File: src/rtl/mem_cmd_responder.sv
// mem_cmd_responder
//   Memory-side responder for control-bus command words {addr, 2'b00, dest, src, op}.
//   Reads (op 00 key / op 01 text, src==MEM_ID) fetch bytes from memory one at a time
//   and stream them out. Writes (op 10 digest, dest==MEM_ID) take bytes from the rx
//   stream and write them to memory. ack_out = {1'b1, MEM_ID} pulses for one cycle
//   when the transfer is done.
// Ports
//   clk, rst_n                      clock, async active-low reset
//   cmd_valid, cmd_data, cmd_ready  command strobe / word / idle indication
//   mem_req, mem_we, mem_addr,      byte-wide memory port with request/grant
//   mem_wdata, mem_gnt, mem_rdata,  handshake and read-data valid
//   mem_rvalid
//   tx_data, tx_dest, tx_valid,     outgoing read-data stream
//   tx_ready
//   rx_data, rx_valid, rx_ready     incoming write-data stream
//   ack_out                         completion pulse
//   range_err                       only when RESP_RANGE_CHK_EN is defined
// Configuration macro: RESP_RANGE_CHK_EN
//   Defined: a command whose span runs past the top of the address space does no
//   traffic, goes straight to ACK and pulses range_err with the ack.
//   Undefined: addresses wrap modulo 2^ADDRW.
module mem_cmd_responder #(
  parameter int         ADDRW        = 24,
  parameter logic [1:0] MEM_ID       = 2'b00,
  parameter int         KEY_BYTES    = 32,
  parameter int         TEXT_BYTES   = 64,
  parameter int         DIGEST_BYTES = 32
) (
  input  logic             clk,
  input  logic             rst_n,
  input  logic             cmd_valid,
  input  logic [ADDRW+7:0] cmd_data,
  output logic             cmd_ready,
  output logic             mem_req,
  output logic             mem_we,
  output logic [ADDRW-1:0] mem_addr,
  output logic [7:0]       mem_wdata,
  input  logic             mem_gnt,
  input  logic [7:0]       mem_rdata,
  input  logic             mem_rvalid,
  output logic [7:0]       tx_data,
  output logic [1:0]       tx_dest,
  output logic             tx_valid,
  input  logic             tx_ready,
  input  logic [7:0]       rx_data,
  input  logic             rx_valid,
  output logic             rx_ready,
  output logic [2:0]       ack_out
`ifdef RESP_RANGE_CHK_EN
  ,
  output logic             range_err
`endif
);

  localparam int MAX_RD = (KEY_BYTES > TEXT_BYTES) ? KEY_BYTES : TEXT_BYTES;
  localparam int MAXLEN = (MAX_RD > DIGEST_BYTES) ? MAX_RD : DIGEST_BYTES;
  localparam int CW     = $clog2(MAXLEN) + 1;

  typedef enum logic [2:0] {IDLE, RD_REQ, RD_WAIT, RD_SEND, WR_RECV, WR_REQ, ACK} state_t;

  state_t           state;
  logic [ADDRW-1:0] addr_q;
  logic [CW-1:0]    cnt_q;
  logic [CW-1:0]    len_q;
  logic [7:0]       byte_q;

  logic [ADDRW-1:0] cmd_addr;
  logic [1:0]       cmd_dest, cmd_src, cmd_op;
  logic [CW-1:0]    cmd_len;
  logic             is_rd, is_wr, last;
  logic             unused_bits;

  assign cmd_addr    = cmd_data[ADDRW+7:8];
  assign cmd_dest    = cmd_data[5:4];
  assign cmd_src     = cmd_data[3:2];
  assign cmd_op      = cmd_data[1:0];
  assign unused_bits = ^cmd_data[7:6];

  assign is_rd = (cmd_op == 2'b00 || cmd_op == 2'b01) && (cmd_src == MEM_ID);
  assign is_wr = (cmd_op == 2'b10) && (cmd_dest == MEM_ID);
  assign last  = (cnt_q == len_q - CW'(1));

  always_comb begin
    cmd_len = CW'(KEY_BYTES);
    case (cmd_op)
      2'b01:   cmd_len = CW'(TEXT_BYTES);
      2'b10:   cmd_len = CW'(DIGEST_BYTES);
      default: cmd_len = CW'(KEY_BYTES);
    endcase
  end

`ifdef RESP_RANGE_CHK_EN
  // One extra bit catches spans that run past the top of the address space.
  logic [ADDRW:0] end_addr;
  logic           range_bad;
  assign end_addr  = {1'b0, cmd_addr} + {{(ADDRW+1-CW){1'b0}}, cmd_len} - (ADDRW+1)'(1);
  assign range_bad = end_addr[ADDRW];
`endif

  assign mem_addr  = addr_q;
  assign mem_wdata = byte_q;
  assign tx_data   = byte_q;

  always_ff @(posedge clk or negedge rst_n) begin
    if (!rst_n) begin
      state     <= IDLE;
      addr_q    <= '0;
      cnt_q     <= '0;
      len_q     <= '0;
      byte_q    <= '0;
      tx_dest   <= '0;
      cmd_ready <= 1'b1;
      mem_req   <= 1'b0;
      mem_we    <= 1'b0;
      tx_valid  <= 1'b0;
      rx_ready  <= 1'b0;
      ack_out   <= 3'b000;
`ifdef RESP_RANGE_CHK_EN
      range_err <= 1'b0;
`endif
    end else begin
      case (state)
        IDLE: begin
          if (cmd_valid && (is_rd || is_wr)) begin
            addr_q    <= cmd_addr;
            tx_dest   <= cmd_dest;
            cnt_q     <= '0;
            len_q     <= cmd_len;
            cmd_ready <= 1'b0;
`ifdef RESP_RANGE_CHK_EN
            if (range_bad) begin
              state     <= ACK;
              ack_out   <= {1'b1, MEM_ID};
              range_err <= 1'b1;
            end else
`endif
            if (is_rd) begin
              state   <= RD_REQ;
              mem_req <= 1'b1;
              mem_we  <= 1'b0;
            end else begin
              state    <= WR_RECV;
              rx_ready <= 1'b1;
            end
          end
        end
        RD_REQ: begin
          if (mem_gnt) begin
            mem_req <= 1'b0;
            state   <= RD_WAIT;
          end
        end
        RD_WAIT: begin
          if (mem_rvalid) begin
            byte_q   <= mem_rdata;
            tx_valid <= 1'b1;
            state    <= RD_SEND;
          end
        end
        RD_SEND: begin
          if (tx_ready) begin
            tx_valid <= 1'b0;
            addr_q   <= addr_q + ADDRW'(1);
            cnt_q    <= cnt_q + CW'(1);
            if (last) begin
              state   <= ACK;
              ack_out <= {1'b1, MEM_ID};
            end else begin
              state   <= RD_REQ;
              mem_req <= 1'b1;
            end
          end
        end
        WR_RECV: begin
          if (rx_valid) begin
            byte_q   <= rx_data;
            rx_ready <= 1'b0;
            mem_req  <= 1'b1;
            mem_we   <= 1'b1;
            state    <= WR_REQ;
          end
        end
        WR_REQ: begin
          if (mem_gnt) begin
            mem_req <= 1'b0;
            mem_we  <= 1'b0;
            addr_q  <= addr_q + ADDRW'(1);
            cnt_q   <= cnt_q + CW'(1);
            if (last) begin
              state   <= ACK;
              ack_out <= {1'b1, MEM_ID};
            end else begin
              state    <= WR_RECV;
              rx_ready <= 1'b1;
            end
          end
        end
        ACK: begin
          ack_out   <= 3'b000;
          cmd_ready <= 1'b1;
          state     <= IDLE;
`ifdef RESP_RANGE_CHK_EN
          range_err <= 1'b0;
`endif
        end
        default: state <= IDLE;
      endcase
    end
  end

endmodule
File: config.mk
export PLATFORM = sky130hd
export DESIGN_NAME = mem_cmd_responder
export DESIGN_NICKNAME = d
export VERILOG_FILES = /design/src/rtl/mem_cmd_responder.sv
export SDC_FILE = /design/constraint.sdc
export NUM_CORES = 1
export LEC_CHECK = 0
export BUFFER_PORTS_ARGS = -buffer_cell sky130_fd_sc_hd__buf_4
export CORE_MARGIN = 10
export CORE_UTILIZATION = 44
export CTS_BUF_LIST = sky130_fd_sc_hd__clkbuf_4
export CTS_CLUSTER_DIAMETER = 50
export DETAILED_ROUTE_END_ITERATION = 8
export PLACE_DENSITY = 0.71
export SYNTH_ARGS = -nofsm -noshare
export SYNTH_HDL_FRONTEND = slang
export SYNTH_SLANG_ARGS = --single-unit
File: constraint.sdc
create_clock -name clk -period 2.2 [get_ports clk]
set_input_delay 0.44 -clock clk [delete_from_list [all_inputs] [get_ports clk]]
set_output_delay 0.44 -clock clk [all_outputs]
set_load 0.02 [all_outputs]
Word-level counts from Yosys, hierarchy flattened
Index checks and enable logic that the tools add are counted.
- bits in registers: 59
- bits in latches: 0
- bits in writable memories: 0
- bits in read-only memories: 0
- input bits: 55
- output and inout bits: 50
- word-level logic and storage cells: 108
- memories: 0
- add/subtract/negate cells: 3
- multipliers: 0
- div/mod/pow operators: 0
- order comparisons: 0
- equal/unequal tests: 20
- shift operators: 0
- multiplexer cells: 46
- bitwise operators: 0
- reductions and logical operators: 27
- operators with widths (operator ; count):
    two-way mux 24 bit ; 3
    case mux 24 bit (3 select lines) ; 1
    two-way mux 3 bit ; 11
    two-way mux 7 bit ; 4
    adder 24 x 1 -> 24 bit, second input constant ; 1
    case mux 7 bit (3 select lines) ; 1
    != test 2 bit, second input constant ; 10
    case mux 3 bit (6 select lines) ; 1
    two-way mux 8 bit ; 2
    case mux 8 bit (2 select lines) ; 1
    two-way mux 1 bit ; 15
    AND reduction 6 bit ; 2
    == test 3 bit, second input constant ; 3
    case mux 3 bit (3 select lines) ; 1
    AND reduction 3 bit ; 3
    nonzero test 3 bit ; 3
    adder 7 x 1 -> 7 bit, second input constant ; 1
    == test 7 bit ; 1
    AND reduction 7 bit ; 1
    subtractor 7 x 1 -> 7 bit, second input constant ; 1
    == test 3 x 2 -> 1 bit, second input constant ; 2
    zero test 2 bit ; 3
    case mux 1 bit (3 select lines) ; 2
    nonzero test 2 bit ; 3
    15 further kinds ; 20

Depth between registers and ports, before layout
- depth after elaboration: 7
- depth in mapped cells: 8
- depth with buffers taken out: 6

Least setup slack after synthesis
No wires, ideal clock.
- kind: input port to flip-flop
- start point: input port cmd_data[0]
- end point: register cnt_q[5]
- setup time: 69 ps
- data arrival time: 1797 ps
- required time: 2131 ps
- path slack: 334 ps
- cell stages on the path: 6
- path buffers: 1
- path through: nor4b_2 > a211oi_2 > or2_1 > buf_2 > or4_1 > nand3_1
- cells in the longest elaborated chain, start to end: 7
- elaborated cells on any way between the ends: 10
- classes of those cells: 3 x eq/ne; 7 x reduce/logical
- RTL lines (element ; line ; RTL):
    from (decl) ; 32 ; input logic [ADDRW+7:0] cmd_data,
    == test 2 x 1 -> 1 bit or zero test 2 bit (tied branches) ; 79 ; assign is_rd = (cmd_op == 2'b00 || cmd_op == 2'b01) && (cmd_src == MEM_ID);
    logical OR 1 bit ; 79 ;
    logical AND 1 bit ; 79 ;
    logical OR 1 bit * ; 124 ; if (cmd_valid && (is_rd || is_wr)) begin
    logical AND 1 bit * ; 124 ;
    != test 2 bit (no line) * ; - ;
    AND reduction 4 bit (no line) * ; - ;
    to (signal assigned) ; 164 ; cnt_q <= cnt_q + CW'(1);
    to (signal assigned) ; 188 ; cnt_q <= cnt_q + CW'(1);
    to (decl) ; 63 ; logic [CW-1:0] cnt_q;
Every way passes the cells marked *; elsewhere a longest branch is shown, timed or not.
A chain may end at the register's enable or synchronous reset.

Worst setup path in the final report
- start point: register state[1]
- end point: register addr_q[17] (netlist: mem_addr[17])
- cells in the longest elaborated chain, start to end: 3
- elaborated cells on any way between the ends: 9
- classes of those cells: 5 x eq/ne; 1 x mux; 3 x reduce/logical
- RTL lines (element ; line ; RTL):
    from (decl) ; 61 ; state_t state;
    from (signal assigned) ; 106 ; state <= IDLE;
    from (signal assigned) ; 138 ; state <= RD_REQ;
    from (signal assigned) ; 142 ; state <= WR_RECV;
    == test 3 bit (tied with other cells) ; 122 ; case (state)
    != test 2 bit (no line) or nonzero test 3 bit (tied branches) ; - ;
    AND reduction 4 bit (no line) ; - ;
    to (signal assigned) ; 125 ; addr_q <= cmd_addr;
    to (signal assigned) ; 163 ; addr_q <= addr_q + ADDRW'(1);
    to (signal assigned) ; 187 ; addr_q <= addr_q + ADDRW'(1);
    to (decl) ; 62 ; logic [ADDRW-1:0] addr_q;
Parallel ways exist; a longest one is shown, timed or not.

==> results.sh <==
export IMPL_timing_hold_ws_ps=77.5
export IMPL_ys_types=59
export IMPL_gp_congestion=0.818
export IMPL_synth_commonest_cells="dfrtp_1, nand2_1, a21oi_1"
export IMPL_numClockSinks=52
export IMPL_nets=519
export IMPL_skew_ps=18.9
export IMPL_drive_gt1_share_pct=32.0
export IMPL_yosys_top_cells_area="dfrtp_1, a21oi_1, nand2_1"
export IMPL_period_needed_ps=2070
export IMPL_timing_rr_end="mem_addr[17]"
export IMPL_synth_area_sq_mm=0.00312
export IMPL_core_area_sq_mm=0.00683
export IMPL_ff2ff_path_depth=6
export IMPL_status="completed"
export IMPL_finalSetupViolCount=0
export IMPL_firstDrtPassIters=5
export IMPL_synth_area_per_cell_sq_um=8.64
export IMPL_pwr_share_seq_pct=30.2
export IMPL_cts_buffers=5
export IMPL_end_kind="register"
export IMPL_ctsLongestPathBuffers=2
export IMPL_cpPeakStageDelay_ps=510
export IMPL_setup_tns_ps=0
export IMPL_via_per_inst=5.45
export IMPL_die_area_sq_mm=0.0109
export IMPL_slew_viol_final=0
export IMPL_vias=3051
export IMPL_dieHeight_um=104
export IMPL_rows=30
export IMPL_drt_iter0_drc=163
export IMPL_rsz0062_at_grt="no"
export IMPL_grt_max_degree=53
export IMPL_p_comb_share_pct=62.6
export IMPL_cts_tree="built"
export IMPL_start_util_pct=45.6
export IMPL_min_period_over_period_pct=94.2
export IMPL_fin_cells=560
export IMPL_antenna_left=0
export IMPL_die_w_um=104
export IMPL_critPathCapture="mem_addr[17]"
export IMPL_track_usage_pct=15.7
export IMPL_clkPwrFrac_pct=7.2
export IMPL_setup_worst_path_start_class="register"
export IMPL_hold_viol_final=0
export IMPL_async_flop_share_pct=100
export IMPL_worstMarginPinSlew_ps=674
export IMPL_h_tree_depth=2
export IMPL_synthCells=361
export IMPL_critical_path_class="reg -> reg"
export IMPL_port_buffers=100
export IMPL_ir_drop_mv=0.561
export IMPL_yosysTopAreaCell="dfrtp_1"
export IMPL_power_switching_mw=2.87
export IMPL_r2r_slack_ps=130
export IMPL_internal_power_mw=3.27
export IMPL_p_leak_nw=1.83
export IMPL_synth_edf_count=0
export IMPL_grt_pass1_wl_um=14500
export IMPL_dp_hpwl_um=6810
export IMPL_stdcell_area_sq_mm=0.00410
export IMPL_crit_path_cell_trace="or3_1 > a211oi_2 > or2_1 > buf_4 > a21oi_1 > o22a_1"
export IMPL_areaGrowthSynthToFinish_pct=31.6
export IMPL_antenna_found_initial=1
export IMPL_dpl_cell_area_sq_mm=0.00404
export IMPL_timing_rr_start="state[1]"
export IMPL_relSlewSlack_pct=55.0
export IMPL_setup_ws_ps=128
export IMPL_powerDensity_mw_per_mm2=1490
export IMPL_critPathSlowestCell="dfrtp_1"
export IMPL_yosysSeqAreaShare_pct=41.8
export IMPL_num_io_pins=105
export IMPL_crit_arrival_ps=2360
export IMPL_grt_pass1_vias=2985
export IMPL_fin_util_pct=60.1
export IMPL_crit_required_ps=2490
export IMPL_dp_cells=551
export IMPL_wl_um=8790
export IMPL_min_path_type="in -> async"
export IMPL_maxCapViolations=0
export IMPL_grt_overflow=0
export IMPL_power_mw=6.13
export IMPL_clk_pin_slew_ps=160
export IMPL_yosysMostFrequentCell="dfrtp_1"
export IMPL_power_switching_share_pct=46.7
export IMPL_cts_root_buf="clkbuf_4"
export IMPL_synth_top_cell_area_share_pct=40.9
export IMPL_wl_per_cell_um=15.7
export IMPL_synth_warnings=0
export IMPL_max_freq_mhz=483
export IMPL_synth_seq_cells=52
export IMPL_dpl_worst_slack_ps=121
export IMPL_startpoint="state[1]"
export IMPL_critPathMaxFanout=18
export IMPL_synth_ff_type="dfrtp_1"
export IMPL_remaining_drc_errors=0
export IMPL_post_cts_buffers=0
export IMPL_insertion_delay_ps=380
critical path, delay by kind of cell (launching register included):
kind	cells	cell delay, ps
AOI/OAI and AO/OA	3	570
and+or+nand+nor	2	660
buffers and inverters	1	250
DFF	1	510
worst min-delay path by stage:
stage / start / end / slack, ps / depth (start not counted)
after floorplan: rst_n / ack_out[2] / 140 / 0
after global placement: mem_we / mem_we / 480 / 2
after detailed placement: mem_we / mem_we / 490 / 2
after CTS: rst_n / mem_addr[8] / 90 / 1
after global routing: rst_n / mem_addr[1] / 120 / 1
final: rst_n / mem_addr[1] / 80 / 1
power groups by stage:
| stage | Combinational [mW] | Clock (mW) | Sequential, mW |
|---|---|---|---|
| global placement | 3.80 | 0 | 1.84 |
| global route | 4.19 | 0.497 | 1.92 |
| finish | 3.84 | 0.442 | 1.85 |
| floorplan | 2.08 | 0 | 2.17 |
| CTS | 3.88 | 0.466 | 1.84 |
| detailed placement | 3.87 | 0 | 1.86 |
routing by layer:
metal	GRT usage (%)	part of all wire, %	vias to the layer above
li1	-	-	1506
met1	19.1	43	1461
met2	27.5	52	76
met3	2.42	3.9	8
met4	5.27	1.2	0
met5	0	0	-
cell type report:
cell class / count / area [sq um]
tap: 96 / 120
multi-input combinational: 275 / 1630
fill: 626 / 2730
antenna: 1 / 2.50
inverter: 3 / 11.3
sequential: 52 / 1300
timing repair buffer: 125 / 976
clock inverter: 2 / 11.3
clock buffer: 6 / 45.0
state kept, by name (all words and copies together), names as in the netlist, 2 cells and up:
name,count
len_q,2
mem_addr,24
mem_wdata,8
tx_dest,2
cnt_q,7
state,3
what timing repair did:
item | 4_1_cts | 5_1_grt
endpoints found under the setup margin | 0 | 6
gates resized for setup | 0 | 1
hold buffers | 0 | 0
cell families (layout without fill, tap and decap cells):
family	Yosys count	after routing	synth area share (%)
muxes	13	13	4.29
DFF	52	52	41.8
xor gates and xnor gates	1	1	0.281
AOI/OAI and AO/OA	114	114	23.6
other	1	3	0.120
adders and majority gates	2	2	0.802
and+or+nand+nor	143	143	23.1
buffers and inverters	35	136	6.02
cell usage in the layout, fill, tap and decap left out, types with 3 or more instances in the layout:
| cell type | n |
|---|---|
| nand2_1 | 43 |
| nor2b_1 | 5 |
| nand2b_1 | 6 |
| a21oi_1 | 42 |
| nand3_1 | 18 |
| and3_1 | 5 |
| a2bb2oi_1 | 5 |
| o22a_1 | 6 |
| nor3_1 | 6 |
| buf_4 | 122 |
| clkbuf_4 | 6 |
| dfrtp_1 | 50 |
| mux2_2 | 3 |
| o21ai_0 | 23 |
| a31oi_1 | 3 |
| a41oi_1 | 3 |
| inv_1 | 3 |
| buf_12 | 3 |
| nor2_1 | 34 |
| a311oi_1 | 3 |
| and2_1 | 5 |
| o22ai_1 | 4 |
| o2bb2ai_1 | 3 |
| nand4_1 | 5 |
| mux2i_1 | 10 |
Note: power is estimated with default switching activity, not from simulation.
